`src/rtl/lamp_ctrl_pkg.sv`:
```
// ----------------------------------------------------------------------------
// lamp_ctrl_pkg
// Purpose : Shared constants for the three-location lamp controller: default
//           auto-off counter width, default terminal count, and the lamp
//           ON/OFF drive levels.
// Ports   : none (package)
// ----------------------------------------------------------------------------
package lamp_ctrl_pkg;

    // Default auto-off counter width in bits
    localparam int unsigned LAMP_CNT_W   = 8;

    // Default terminal count; the lamp stays lit for LAMP_CNT_MAX+1 cycles
    localparam int unsigned LAMP_CNT_MAX = 255;

    // Lamp drive levels
    localparam logic LAMP_ON  = 1'b1;
    localparam logic LAMP_OFF = 1'b0;

endpackage : lamp_ctrl_pkg

```
`src/rtl/lamp_btn_edge.sv`:
```
// ----------------------------------------------------------------------------
// lamp_btn_edge
// Purpose : Brings one asynchronous push-button into the clock domain with a
//           two-flop synchronizer, then emits a single-cycle press pulse on
//           the synchronized rising edge. A held button yields one pulse only.
// Ports   :
//   clk      in   system clock, rising edge
//   rst      in   synchronous active-high reset, clears all three flops
//   btn_i    in   raw asynchronous button level, active high
//   press_o  out  one-cycle pulse per press (combinational from flops)
// ----------------------------------------------------------------------------
module lamp_btn_edge
    import lamp_ctrl_pkg::*;
(
    input  logic clk,
    input  logic rst,
    input  logic btn_i,
    output logic press_o
);

    logic sync1_q;
    logic sync2_q;
    logic prev_q;

    // Synchronizer pair followed by a previous-value flop. Clearing all three
    // on reset means a button held through reset is re-sampled from zero, so
    // it is seen as a fresh press once reset releases.
    always_ff @(posedge clk) begin
        if (rst) begin
            sync1_q <= 1'b0;
            sync2_q <= 1'b0;
            prev_q  <= 1'b0;
        end else begin
            sync1_q <= btn_i;
            sync2_q <= sync1_q;
            prev_q  <= sync2_q;
        end
    end

    // Rising edge of the synchronized level
    assign press_o = sync2_q & ~prev_q;

endmodule : lamp_btn_edge

```
`src/rtl/lamp_ctrl.sv`:
```
// ----------------------------------------------------------------------------
// lamp_ctrl
// Purpose : Three-location (stairwell style) lamp controller. Any of three
//           momentary buttons toggles the lamp; an odd number of simultaneous
//           presses toggles, an even number cancels out. While lit, an
//           auto-off counter extinguishes the lamp after C_MAX+1 cycles.
// Parameters:
//   C_NUM   auto-off counter width in bits
//   C_MAX   terminal count, lamp lit for C_MAX+1 cycles if untouched
// Ports   :
//   clk  in   system clock, rising edge
//   rst  in   synchronous active-high reset
//   S1   in   button 1, asynchronous, active high
//   S2   in   button 2, asynchronous, active high
//   S3   in   button 3, asynchronous, active high
//   F    out  registered lamp drive, 1 = lamp on
// ----------------------------------------------------------------------------
module lamp_ctrl
    import lamp_ctrl_pkg::*;
#(
    parameter int               C_NUM = LAMP_CNT_W,
    parameter logic [C_NUM-1:0] C_MAX = C_NUM'(LAMP_CNT_MAX)
) (
    input  logic clk,
    input  logic rst,
    input  logic S1,
    input  logic S2,
    input  logic S3,
    output logic F
);

    logic             press1;
    logic             press2;
    logic             press3;
    logic             tog;
    logic             lamp_q;
    logic             lamp_d;
    logic [C_NUM-1:0] cnt_q;
    logic [C_NUM-1:0] cnt_d;

    lamp_btn_edge u_btn1 (
        .clk     (clk),
        .rst     (rst),
        .btn_i   (S1),
        .press_o (press1)
    );

    lamp_btn_edge u_btn2 (
        .clk     (clk),
        .rst     (rst),
        .btn_i   (S2),
        .press_o (press2)
    );

    lamp_btn_edge u_btn3 (
        .clk     (clk),
        .rst     (rst),
        .btn_i   (S3),
        .press_o (press3)
    );

    // Two simultaneous presses cancel; one or three toggle
    assign tog = press1 ^ press2 ^ press3;

    // Next lamp state and auto-off count. A toggle arriving on the timeout
    // cycle still ends with the lamp off: both paths lead to OFF and the
    // off-state never lights on the same edge it was entered.
    always_comb begin
        lamp_d = lamp_q;
        cnt_d  = cnt_q;
        if (lamp_q == LAMP_OFF) begin
            cnt_d = '0;
            if (tog) begin
                lamp_d = LAMP_ON;
            end
        end else if (tog || (cnt_q == C_MAX)) begin
            lamp_d = LAMP_OFF;
            cnt_d  = '0;
        end else begin
            cnt_d = cnt_q + C_NUM'(1);
        end
    end

    // Lamp bit and counter registers
    always_ff @(posedge clk) begin
        if (rst) begin
            lamp_q <= LAMP_OFF;
            cnt_q  <= '0;
        end else begin
            lamp_q <= lamp_d;
            cnt_q  <= cnt_d;
        end
    end

    assign F = lamp_q;

endmodule : lamp_ctrl

```
`config.mk`:
```
export PLATFORM = sky130hd
export DESIGN_NAME = lamp_ctrl
export DESIGN_NICKNAME = d
export VERILOG_FILES = /design/src/rtl/lamp_ctrl_pkg.sv /design/src/rtl/lamp_btn_edge.sv /design/src/rtl/lamp_ctrl.sv
export SDC_FILE = /design/constraint.sdc
export NUM_CORES = 1
export LEC_CHECK = 0
export ABC_CLOCK_PERIOD_IN_PS = 1450
export CELL_PAD_IN_SITES_DETAIL_PLACEMENT = 1
export CELL_PAD_IN_SITES_GLOBAL_PLACEMENT = 2
export CORE_MARGIN = 3
export CORE_UTILIZATION = 33
export DETAILED_ROUTE_END_ITERATION = 7
export GPL_TIMING_DRIVEN = 1
export PLACE_DENSITY_LB_ADDON = 0.05
export SYNTH_ARGS = -nofsm -noshare
export SYNTH_HDL_FRONTEND = slang
export SYNTH_SLANG_ARGS = --single-unit
```
`constraint.sdc`:
```
create_clock -name clk -period 1.45 [get_ports clk]
set_input_delay 0.2175 -clock clk [delete_from_list [all_inputs] [get_ports clk]]
set_output_delay 0.2175 -clock clk [all_outputs]
set_load 0.005 [all_outputs]
```
# After elaboration in Yosys (flattened, before gate mapping)
# Index checks and enable logic that the tools add are counted.
[word_totals]
reg_bits = 18
input_bits = 5
out_inout_bits = 1
wordCells = 27
[classes]
add_sub_neg = 1
n_eq_ne = 1
n_mux = 3
bitwise_logic = 9
n_reduce_logical = 2
[op_table]
columns = ["op", "count"]
rows = [
  ["$add A8 B1 Y8 const B", 1],
  ["$eq A8 B8 Y1 const B", 1],
  ["$not A1 Y1", 4],
  ["$and A1 B1 Y1", 3],
  ["$mux W1", 3],
  ["$reduce_or A3 Y1", 1],
  ["$xor A1 B1 Y1", 2],
  ["$logic_or A1 B1 Y1", 1],
]

# Depth between registers and ports, before layout
[logic_depth]
depth_word = 7
ltp_mapped = 4
depth_no_buf = 4

# Modules after synthesis
# Synthesis repeated with hierarchy kept, for this count alone.
[unflattened]
hier_cells = 64
hier_area_um2 = 670.6
[by_module_without_submodules]
columns = ["module", "instances", "cells_each", "area_each_um2", "seq_area_each_um2"]
rows = [
  ["lamp_ctrl", 1, 43, 407.9, 180.2],
  ["lamp_btn_edge", 3, 7, 87.6, 60.1],
]

# Least setup slack after synthesis
# No wires, ideal clock.
[synth_timing]
kind = "reg-to-reg"
startpoint = "reg u_btn1.sync2_q"
endpoint = "reg lamp_q (netlist: F)"
setup_time_ns = 0.132
t_arrival_ns = 1.053
required_time_ns = 1.318
setup_slack_ns = 0.265
path_stages_with_launch = 5
path_buffers = 0
period_less_slack_ns = 1.185
path_cell_list = "dfxtp_1 > nor2b_1 > xnor3_1 > o211ai_2 > o31ai_1"
[synth_between]
elab_chain_cells = 6
word_cells_on_any_way = 7
classes_between = "mux: 3; bitwise: 3; reduce/logical: 1"
[synth_rtl]
columns = ["element", "line_no", "text"]
rows = [
  ["start: declaration", "lamp_btn_edge.sv:22", "logic sync2_q;"],
  ["start signal: assignment", "lamp_btn_edge.sv:35", "sync2_q <= sync1_q;"],
  ["$and A1 B1 Y1 (*)", "lamp_btn_edge.sv:41", "assign press_o = sync2_q & ~prev_q;"],
  ["$xor A1 B1 Y1 (*) (2 in a row)", "lamp_ctrl.sv:63", "assign tog = press1 ^ press2 ^ press3;"],
  ["$logic_or A1 B1 Y1", "lamp_ctrl.sv:76", "end else if (tog || (cnt_q == C_MAX)) begin"],
  ["$mux W1", "lamp_ctrl.sv:76", ""],
  ["$mux W1 (*)", "lamp_ctrl.sv:71", "if (lamp_q == LAMP_OFF) begin"],
  ["end signal: assignment", "lamp_ctrl.sv:90", "lamp_q <= lamp_d;"],
  ["end: declaration", "lamp_ctrl.sv:36", "logic lamp_q;"],
]
# Every way passes the cells marked *; elsewhere a longest branch is shown, timed or not.
# A chain may end at the register's enable or synchronous reset.

# Final worst setup path
[layout_timing]
startpoint = "reg lamp_q (netlist: F)"
endpoint = "out F"
[layout_rtl]
columns = ["element", "line_no", "text"]
rows = [
  ["end: declaration", "lamp_ctrl.sv:29", "output logic F"],
]
# No word-level cell between the ends.

==> impl_metrics.ini <==
[run_status]
run_status = finished clean

[clock_tree]
cts-resized-gates = 0
post-cts-setup-buffers = 0
cts_inserted_buffers = 3
cts.reportedPaths.clkPinSlew_ps = 90
cts_tree = built
clockBufferDepth = 2
cts.htree.levels = 1
cts.root.buffer_cell = clkbuf_4
post_cts_hold_buffer_count = 0
clkLatencyLatePin_ps = 290
clock_sink_count = 18

[worst_setup_path]
crit_path_top_delay_cell = clkdlybuf4s50_1
worst_setup_path_start_kind = flop
cp_data_required_time_ps = 1230
critical_path.n_buffers_inverters = 1
path_delay_family = buffers and inverters
worst_ep_arrival_time_ps = 1140
crit_path_max_incr_delay_ps = 510
path_cells = clkdlybuf4s50_1
critPathCaptureType = output port
worst_path_class_setup = reg2out
worst-path-max-fanout = 3

[die]
fp.dieArea_um2 = 2523
design.portCount = 6
row_count = 15
coreArea_um2 = 1783
initial_core_util = 0.3621
die_width_um = 50.23
die_y_um = 50.23

[finish]
final_cell_area_um2 = 753.2
layout_commonest_cell = dfxtp_1
design.final.nets = 78
areaGrowthSynthToFinish_pct = 16.67
fillCellCount = 206
most-common-layout-cells = dfxtp_1 (18), nor2b_1 (13), nor2_1 (8)
antenna_cells = 0
layout_cell_share_with_drive_strength_beyond_1 = 0.1000

[placement]
io_buffer_count = 5
hpwl_after_detailed_placement_um = 834.7
postPlaceCellArea_um2 = 730.7
place.gp.congestion = 0.7152

[yosys]
postSynthAreaPerCell_um2 = 10.41
synth_fa_ha_area_frac = 0.01938
synth-compound-area-share = 0.06395
synth_ff_type = dfxtp_1
synth.mux.area_fraction = 0
synth_cells = 62
synth_async_reset_ratio = 0
synth_seq_cells = 18
synthXorXnorAreaFrac = 0.1027
syn-num-nets = 68
synth_top_family_by_area = simple AND/OR/NAND/NOR gates
synth.distinct_cells = 19
synth_area_in_simple_gates = 0.2442
yosysWarningCount = 0
synth_edf_count = 0
syn-cell-area_um2 = 645.6
ys_seq_area_frac = 0.5581

[sta]
timing.max_slew.rel_slack = 0.8045
worst_slew_pin_slew_ps = 292.4
rsz0062_at_grt = false
fin_crit_ps = 1358
achievable_frequency_mhz = 736.6
timing.final.setup_violations = 0
fin_crit_sh = 0.9363
totalNegativeSetupSlack_ps = 0
timing_max_transition_violations_final = 0
timing.clock.skew_ps = 6.775
hold_viol_final = 0

[global_routing]
grt_overflow_total = 0
antenna_found_initial = 0
grt_pass1_wl_um = 2090
via_count_of_the_first_global_routing_pass = 452
gr-usage-all-layers = 0.1099
grt_start_max_net_pins = 11

[detailed_routing]
ant_nets = 0
postRouteWirelength_um = 1110
number_of_vias_in_the_routed_layout = 431
dr.first_iter.drc_count = 3
viasPerCell = 4.537
drt-wirelength-per-cell_um = 11.68
dr.pass1.iters = 2
drcViolationCount = 0

[hold_path]
min_path_type = reg2reg

[power]
pwr_density_cell_nw_per_um2 = 1074
vdd.ir_drop.worst_mv = 0.6372
cellLeakagePower_nw = 0.2761

[run]
cap_viol_max_count = 0
-- Yosys cell counts, types with 2 or more instances --
cell     number  area (um2)
dfxtp_1      18       360.4
nor2b_1      13       81.33
nor2_1        8       30.03
nand3_1       4       20.02
xor2_1        3       26.28
nand2_1       2       7.510
xnor2_1       2       17.52
-- registers in the layout, indices dropped and copies added, names as in the netlist --
signal          flops
u_btn3.sync1_q      1
cnt_q               8
u_btn1.sync2_q      1
u_btn1.sync1_q      1
u_btn2.sync2_q      1
u_btn1.prev_q       1
F                   1
u_btn2.prev_q       1
u_btn3.sync2_q      1
u_btn3.prev_q       1
u_btn2.sync1_q      1
-- logic make-up (layout without fill, tap and decap cells) --
kind of cell | count (synthesis) | in the layout
simple gates | 30 | 30
xor+xnor | 6 | 6
flops | 18 | 18
compound gates | 5 | 5
buf+inv | 2 | 10
fa+ha+maj | 1 | 1
-- metal layers --
metal  global-route usage  part of all wire
met5                    0                 0
met4              0.01382                 0
met3              0.05341             0.047
met2               0.1630              0.43
met1               0.1468              0.53
-- area by class of cell --
class                   count  area, um2  share of cell area
clock buffers               3      22.52             0.02990
inverters                   1      3.754            0.004983
multi-input cells          42      277.8              0.3688
flip-flops and latches     18      360.3              0.4784
well taps                  25      31.28             0.04153
repair buffers              6      57.56             0.07641
-- per-stage QoR --
step / hold WS (ps) / total power, mW / utilization / worst slack [ps] / instances
floorplan: 345.7 / 0.5582 / - / 265.1 / 62
global placement: 426.8 / 0.5843 / 0.4098 / 185.1 / 92
detailed placement: 435.5 / 0.5857 / 0.4098 / 172.5 / 92
CTS: 458.8 / 0.8243 / 0.4225 / 70.13 / 95
global route: 474.4 / 0.8530 / 0.4225 / 32.74 / 95
finish: 450.9 / 0.8093 / 0.4225 / 92.44 / 95
-- power by group --
part           internal (mW)  switching [mW]
combinational         0.0344          0.0223
sequential             0.510         0.00631
clock                 0.0964           0.140
-- worst paths after layout --
path / start / to / slack (ps) / cells past startpoint
setup / recovery: F / F / 90 / 1
hold / removal: u_btn2.sync1_q / u_btn2.sync2_q / 450 / 1
setup reg to reg: cnt_q[0] / F / 150 / 4
hold reg to reg: u_btn2.sync1_q / u_btn2.sync2_q / 450 / 1
Power figures use the tool's default switching activity.
